$ cat src/rtl/load_store_unit.sv
// Load/store unit: turns one core memory operation into a single-beat bus transaction
// with byte-lane steering, load sign/zero extension and alignment/illegal-op checking.
module load_store_unit (
    input  logic        clk,
    input  logic        rst_n,
    input  logic        req_valid,
    output logic        req_ready,
    input  logic        req_we,
    input  logic [2:0]  req_op,
    input  logic [31:0] req_addr,
    input  logic [31:0] req_wdata,
    output logic        rsp_valid,
    output logic [31:0] rsp_rdata,
    output logic        rsp_err,
    output logic        bus_req,
    output logic        bus_we,
    output logic [31:0] bus_addr,
    output logic [3:0]  bus_be,
    output logic [31:0] bus_wdata,
    input  logic        bus_gnt,
    input  logic        bus_rvalid,
    input  logic [31:0] bus_rdata
);

    typedef enum logic [1:0] {
        IDLE     = 2'd0,
        BUS_REQ  = 2'd1,
        BUS_WAIT = 2'd2,
        RESP     = 2'd3
    } state_t;

    state_t      state_r, state_next_s;
    logic        accept_s, reject_s;
    logic        we_r;
    logic [2:0]  op_r;
    logic [1:0]  addr_lo_r;
    logic        req_ready_r, rsp_valid_r, rsp_err_r;
    logic        bus_req_r, bus_we_r;
    logic [31:0] rsp_rdata_r, bus_addr_r, bus_wdata_r;
    logic [3:0]  bus_be_r;

    function automatic logic op_legal(input logic [2:0] op);
        case (op)
            3'b000, 3'b001, 3'b010, 3'b100, 3'b101: op_legal = 1'b1;
            default:                                op_legal = 1'b0;
        endcase
    endfunction

    function automatic logic misaligned(input logic [2:0] op, input logic [1:0] a);
        case (op[1:0])
            2'b01:   misaligned = a[0];
            2'b10:   misaligned = (a != 2'b00);
            default: misaligned = 1'b0;
        endcase
    endfunction

    function automatic logic [3:0] byte_enable(input logic [2:0] op, input logic [1:0] a);
        case (op[1:0])
            2'b00:   byte_enable = 4'b0001 << a;
            2'b01:   byte_enable = 4'b0011 << a;
            default: byte_enable = 4'b1111;
        endcase
    endfunction

    function automatic logic [31:0] replicate(input logic [2:0] op, input logic [31:0] d);
        case (op[1:0])
            2'b00:   replicate = {4{d[7:0]}};
            2'b01:   replicate = {2{d[15:0]}};
            default: replicate = d;
        endcase
    endfunction

    function automatic logic [31:0] extract(input logic [2:0] op, input logic [1:0] a,
                                            input logic [31:0] rdata);
        logic [31:0] lane;
        lane = rdata >> {a, 3'b000};
        case (op)
            3'b000:  extract = {{24{lane[7]}}, lane[7:0]};
            3'b001:  extract = {{16{lane[15]}}, lane[15:0]};
            3'b100:  extract = {24'd0, lane[7:0]};
            3'b101:  extract = {16'd0, lane[15:0]};
            default: extract = lane;
        endcase
    endfunction

    // Next-state decode; req_valid is only considered while IDLE.
    always_comb begin
        state_next_s = state_r;
        accept_s     = 1'b0;
        reject_s     = 1'b0;
        case (state_r)
            IDLE: begin
                accept_s = req_valid;
                reject_s = !op_legal(req_op) || misaligned(req_op, req_addr[1:0]);
                if (req_valid) state_next_s = reject_s ? RESP : BUS_REQ;
                else           state_next_s = IDLE;
            end
            BUS_REQ: begin
                if (bus_gnt) state_next_s = we_r ? RESP : BUS_WAIT;
                else         state_next_s = BUS_REQ;
            end
            BUS_WAIT: begin
                if (bus_rvalid) state_next_s = RESP;
                else            state_next_s = BUS_WAIT;
            end
            RESP:    state_next_s = IDLE;
            default: state_next_s = IDLE;
        endcase
    end

    // State, latched request, registered bus drive and held response.
    always_ff @(posedge clk) begin
        if (!rst_n) begin
            state_r     <= IDLE;
            we_r        <= 1'b0;
            op_r        <= 3'b000;
            addr_lo_r   <= 2'b00;
            req_ready_r <= 1'b1;
            rsp_valid_r <= 1'b0;
            rsp_err_r   <= 1'b0;
            rsp_rdata_r <= 32'd0;
            bus_req_r   <= 1'b0;
            bus_we_r    <= 1'b0;
            bus_addr_r  <= 32'd0;
            bus_be_r    <= 4'd0;
            bus_wdata_r <= 32'd0;
        end else begin
            state_r     <= state_next_s;
            req_ready_r <= (state_next_s == IDLE);
            rsp_valid_r <= (state_next_s == RESP);
            case (state_r)
                IDLE: begin
                    if (accept_s) begin
                        we_r      <= req_we;
                        op_r      <= req_op;
                        addr_lo_r <= req_addr[1:0];
                        if (reject_s) begin
                            rsp_err_r   <= 1'b1;
                            rsp_rdata_r <= 32'd0;
                        end else begin
                            bus_req_r   <= 1'b1;
                            bus_we_r    <= req_we;
                            bus_addr_r  <= {req_addr[31:2], 2'b00};
                            bus_be_r    <= byte_enable(req_op, req_addr[1:0]);
                            bus_wdata_r <= replicate(req_op, req_wdata);
                        end
                    end
                end
                BUS_REQ: begin
                    if (bus_gnt) begin
                        bus_req_r   <= 1'b0;
                        bus_we_r    <= 1'b0;
                        bus_be_r    <= 4'd0;
                        bus_wdata_r <= 32'd0;
                        if (we_r) begin
                            rsp_err_r   <= 1'b0;
                            rsp_rdata_r <= 32'd0;
                        end
                    end
                end
                BUS_WAIT: begin
                    if (bus_rvalid) begin
                        rsp_err_r   <= 1'b0;
                        rsp_rdata_r <= extract(op_r, addr_lo_r, bus_rdata);
                    end
                end
                default: ;
            endcase
        end
    end

    assign req_ready = req_ready_r;
    assign rsp_valid = rsp_valid_r;
    assign rsp_rdata = rsp_rdata_r;
    assign rsp_err   = rsp_err_r;
    assign bus_req   = bus_req_r;
    assign bus_we    = bus_we_r;
    assign bus_addr  = bus_addr_r;
    assign bus_be    = bus_be_r;
    assign bus_wdata = bus_wdata_r;

endmodule

$ cat config.mk
export PLATFORM = sky130hd
export DESIGN_NAME = load_store_unit
export DESIGN_NICKNAME = d
export VERILOG_FILES = /design/src/rtl/load_store_unit.sv
export SDC_FILE = /design/constraint.sdc
export NUM_CORES = 1
export LEC_CHECK = 0
export CORE_MARGIN = 10
export CORE_UTILIZATION = 40
export CTS_CLUSTER_SIZE = 25
export DETAILED_ROUTE_END_ITERATION = 12
export GPL_ROUTABILITY_DRIVEN = 0
export PLACE_DENSITY = 0.76
export SYNTH_ARGS = -nofsm -noshare
export SYNTH_HDL_FRONTEND = slang
export SYNTH_SLANG_ARGS = --single-unit
export TNS_END_PERCENT = 5
$ cat constraint.sdc
create_clock -name clk -period 2.8 [get_ports clk]
set_clock_uncertainty 0.2 [all_clocks]
set_input_delay 0.56 -clock clk [delete_from_list [all_inputs] [get_ports clk]]
set_output_delay 0.56 -clock clk [all_outputs]
set_load 0.05 [all_outputs]
### Yosys cells after proc, flatten, opt, wreduce, memory -nomap -nowiden

Index checks and enable logic that the tools add are counted.
Widths: inputs -> output; s select.

* flip-flop bits (word level): 111
* input bits: 105
* output and inout bits: 105

* equal/unequal tests: 19
* shifts and indexed selects: 3
* mux-type cells: 42
* bitwise logic cells: 1
* reductions and logical operators: 15

Operators with widths (number)
* $mux 32: 8
* $pmux 32 s2: 2
* $pmux 32 s4: 1
* $pmux 32 s3: 1
* $shr 32x5->32: 1
* $mux 1: 17
* $pmux 4 s2: 2
* $eq 3x3->1 const B: 4
* $mux 4: 3
* $ne 2x2->1 const B: 6
* $eq 2x2->1 const B: 4
* $pmux 2 s4: 1
* $eq 3x1->1 const B: 2
* $logic_not 2->1: 3
* $logic_not 3->1: 2
* $mux 2: 3
* $pmux 1 s2: 3
* $reduce_and 6->1: 1
* $reduce_or 5->1: 1
* $eq 2x1->1 const B: 2
* $reduce_and 4->1: 1
* $reduce_bool 2->1: 2
* $shl 1x2->4 const A: 1
* $shl 2x2->4 const A: 1
* other kinds (8): 8

### Longest topological paths before layout

* word-level depth: 10
* depth in mapped cells: 10
* mapped depth without buffers: 7

### Least setup slack after synthesis

Ideal clock, no wire load.

* path type: input -> register
* start: input req_op[1]
* end: register bus_wdata_r[31], in the netlist bus_wdata[31]
* library setup time: 0.088 ns
* data arrival time: 2.306 ns
* required time: 2.512 ns
* slack: 0.206 ns
* stages: 9
* buffers on the path: 2
* path through: inv_1 ha_1 o211a_1 a31oi_4 nand2_1 or4_1 buf_2 buf_6 o32ai_2

* word-level cells in the longest chain between the ends: 9
* elaborated cells between the ends (all ways): 22
* classes of those cells: 7 x eq/ne; 9 x mux; 6 x reduce/logical

Ends and longest elaborated chain
* from (decl): line 9 `input logic [2:0] req_op,`
* $eq 3x1->1 (tied with other cells): line 43 `case (op)`
* $reduce_or 5->1: line 43
* $mux 1: line 43
* $mux 1: line 91 `case (state_r)`
* $logic_not 1->1: line 94 `reject_s = !op_legal(req_op) || misaligned(req_op, req_addr[1:0]);`
* $logic_or 1x1->1: line 94
* $mux 1: line 91
* $ne 2x2->1 (no line)
* $reduce_and 4->1 (no line)
* to (signal assigned): line 145 `bus_wdata_r <= replicate(req_op, req_wdata);`
* to (decl): line 39 `logic [31:0] rsp_rdata_r, bus_addr_r, bus_wdata_r;`

Parallel ways exist; a longest one is shown, timed or not. The select of a mux whose other input is x is not followed.
A chain may end at the register's enable or synchronous reset.

### Worst setup path in the final report

* start: input req_op[0]
* end: register bus_wdata_r[12], in the netlist bus_wdata[12]

Same word-level chain as after synthesis.

==> summary.md <==
The worst-case IR drop observed on VDD is 0.4243 mV. The cell count after synthesis came out at 551. The tree is rooted in a clkbuf_16. The logs give 43 for the largest net degree at the start of global routing and 41 for the number of rows in the core area. The final route contains 5091 vias. The number of filler cells placed in the layout was 1086; the area of the die was 17540 µm². Setup repair after global routing could not meet its margin everywhere. Placement-stage cell area: 7506 µm². The post-synthesis sequential area ratio is 0.4394. The run gives 0.6277 as the final core utilization. At the later pin of the worst-skew pair, clock insertion delay measures 0.35 ns. Path category of the worst min-delay check: reg -> reg. The async set-reset flop share out of synthesis is 0, and the fraction of met2 tracks used by global routing is 0.3181.

The critical path class is in -> reg. TritonCTS built the clock tree. The tools report the via count of the first global-routing pass as 5182. For the H-tree depth, the log shows 3.

Number of violations reported at the end of detailed-routing iteration 0: 516. The headroom to the max-slew limit was 0.3824; the routed wirelength normalized by instance count was 18.97 µm. Max-cap violations in this run came to 0. The logs give 2 for the largest buffer count on any clock path and 5057 µm² for the cell area after synthesis. The die span in y is 132.4 µm. For this design the top-level I/O count stands at 210. The final number of hold-violating endpoints is 0, and the post-synthesis register bit count is 111. The global routing stage identified its most utilized layer as met2. The number of CTS-inserted buffers came out at 9. In the synthesized netlist, the cells that appear most often are dfxtp_1 (111), nand2_1 (76), mux2i_1 (58). The upper clock frequency limit is 360.8 MHz, and the total number of yosys warnings is 0.

The slowest stage of the critical path is the clkdlybuf4s50_1 cell. In the post-synthesis netlist, the cell with the most instances is dfxtp_1. The maximum net fanout on the critical path works out to 16.

The final routed wirelength across all metal layers is 17780 µm, and the per-cell via count in the routed design is 5.433. Relative to the synthesized area, the layout overhead comes to 55.37%. The first TritonRoute pass finished after 5 iterations.

The number of nets in the layout was 874. The synthesized area per cell is 9.178 µm². The count of flip-flops with a built-in enable after synthesis works out to 0. Biggest area consumer among synthesized cells: dfxtp_1. Total grt overflow: 0.

The count of buffers from port buffering is 207. The data arrival time of the critical path was 2.83 ns. STA classifies the critical path endpoint as a flip-flop.

At the worst endpoint, the required time is 2.86 ns. At the pin with the least slew margin, the transition time is 0.9243 ns. The run gives 0 as the count of inserted antenna diode cells.

Summed over all nets, the half-perimeter wirelength after detailed placement is 13490 µm. The starting density of the core came out at 0.4040. Setup violations remaining at the end of the flow were counted as 0.

For this run, the number of standard cells in the final layout without fillers is 937. The logs give 0 for the number of antenna violations at the first check in global routing and 2.923 nW for the leakage power of the design. The fraction of final layout cells sized beyond drive strength 1 works out to 0.1268. The number of max-slew violations in the final report was 0; the global-route met1 utilization was 0.2248.

In the routed design, unresolved DRC markers number 0. Leading register cell type out of synthesis: dfxtp_1. The worst hold slack came out at 0.2639 ns. For this run, the slowest stage of the critical path takes 0.53 ns.

The floorplan step set the die width to 132.4 µm. Top cell type's share of synthesized area: 0.4394. The flow ran to the end, and the final reports show no timing, DRC or antenna violations. The portion of the clock cycle consumed by the worst path in the final layout works out to 0.9900. The run gives 0 as the antenna violation net count after detailed routing.

The tools report the overall fraction of global-route tracks in use as 0.1922. The final design instance area without fill came out at 7858 µm². The tools report the wire length of the first global-routing pass as 27830 µm. The power consumption is 4.781 mW. The global-route track usage on met3 is 0.07494, and the clock transition at the registers of the reported paths is 0.07 ns. Kind of start point of the critical path: an input port.

Post-CTS timing repair inserted 0 buffers for setup. The TritonCTS sink count came out at 111. In this run, placement finished with an instance count of 921. The areal power density over the cells works out to 608.5 nW/µm². Traced cell by cell, the critical path runs through clkdlybuf4s50_1, inv_2, ha_1, o211a_1, a31oi_4, nand2_1, or4_1, buf_8, o32ai_1.

The shortest period the worst path allows was 2.772 ns; the number of library cell types mapped by synthesis was 45. The total area inside the core boundary comes to 12520 µm². In the post-synthesis netlist, the biggest area contributors are dfxtp_1 (44%), mux2i_1 (11%), nand2_1 (5.6%).
[layout by cell type (no fill, tap or decap), types with 8 or more instances in the layout]
cell type and instances:
a22o_1 15, a32o_1 12, o21ai_0 36, dfxtp_1 111, inv_1 11, mux2i_1 58
o221a_2 16, o2111ai_1 8, nor2_1 49, o22ai_1 18, nand2_1 76, ha_1 8
buf_4 32, clkbuf_16 9, mux2_2 9, clkdlybuf4s50_1 206, a21oi_1 19
[worst max-delay path, delay by kind of cell]
family,cells,cell delay (ns)
buf+inv,3,0.80
fa+ha+maj,1,0.22
simple gates,2,0.59
compound gates,3,0.66
[routing by layer]
layer	share of wire	vias up
li1	-	2410
met1	0.41	2420
met2	0.48	236
met3	0.088	25
met4	0.019	0
met5	0	-
[cell families after synthesis]
logic type	count (synthesis)	synth area share
other	1	0.0007415
muxes	67	0.1348
and+or+nand+nor	159	0.1353
DFF	111	0.4394
AOI/OAI and AO/OA	143	0.2165
buffers and inverters	61	0.05096
adders and majority gates	9	0.02227
[cell type report]
type	count	area, µm²	area share
multi-input cells	380	2638	0.3357
repair buffers	246	2442	0.3108
flip-flops and latches	111	2222	0.2828
clock buffers	12	266.5	0.03392
well taps	172	215.2	0.02739
inverters	12	45.04	0.005732
clock inverters	4	28.78	0.003662
[where the power goes]
group          internal (mW)  total [mW]  leakage (nW)  switching (mW)
sequential              1.72        1.81         0.904          0.0868
combinational          0.692        1.71          1.88            1.02
clock                  0.677        1.26         0.141           0.583
[registers in the layout, summed over array words and instances, names as in the netlist]
register   flops
bus_be         4
req_ready      1
bus_we         1
rsp_err        1
state_r        2
addr_lo_r      2
rsp_rdata     32
bus_wdata     32
bus_req        1
we_r           1
rsp_valid      1
op_r           3
bus_addr      30
[path summary, 6_finish.rpt]
path	start	endpoint	slack [ns]	cells after the start
max	req_op[0]	bus_wdata[12]	0.03	9
max reg2reg	state_r[1]	rsp_rdata[18]	0.36	8
min	rsp_rdata[0]	rsp_rdata[0]	0.26	2
min reg2reg	rsp_rdata[0]	rsp_rdata[0]	0.26	2
[timing repair]
item                                    in CTS  in global routing
endpoints found under the setup margin       1                 35
endpoints found under the hold margin        0                  0
hold buffers                                 0                  0
resized for setup                            1                  8
[stage by stage]
stage          worst slack, ns  setup TNS, ns
6_report               0.02803              0
4_1_cts               0.003223              0
2_1_floorplan           0.2059              0
3_5_place_dp           -0.3929         -26.98
5_1_grt               -0.04284        -0.2553
3_3_place_gp           -0.2985         -20.72
No activity file was read; power rests on OpenSTA's default activity.
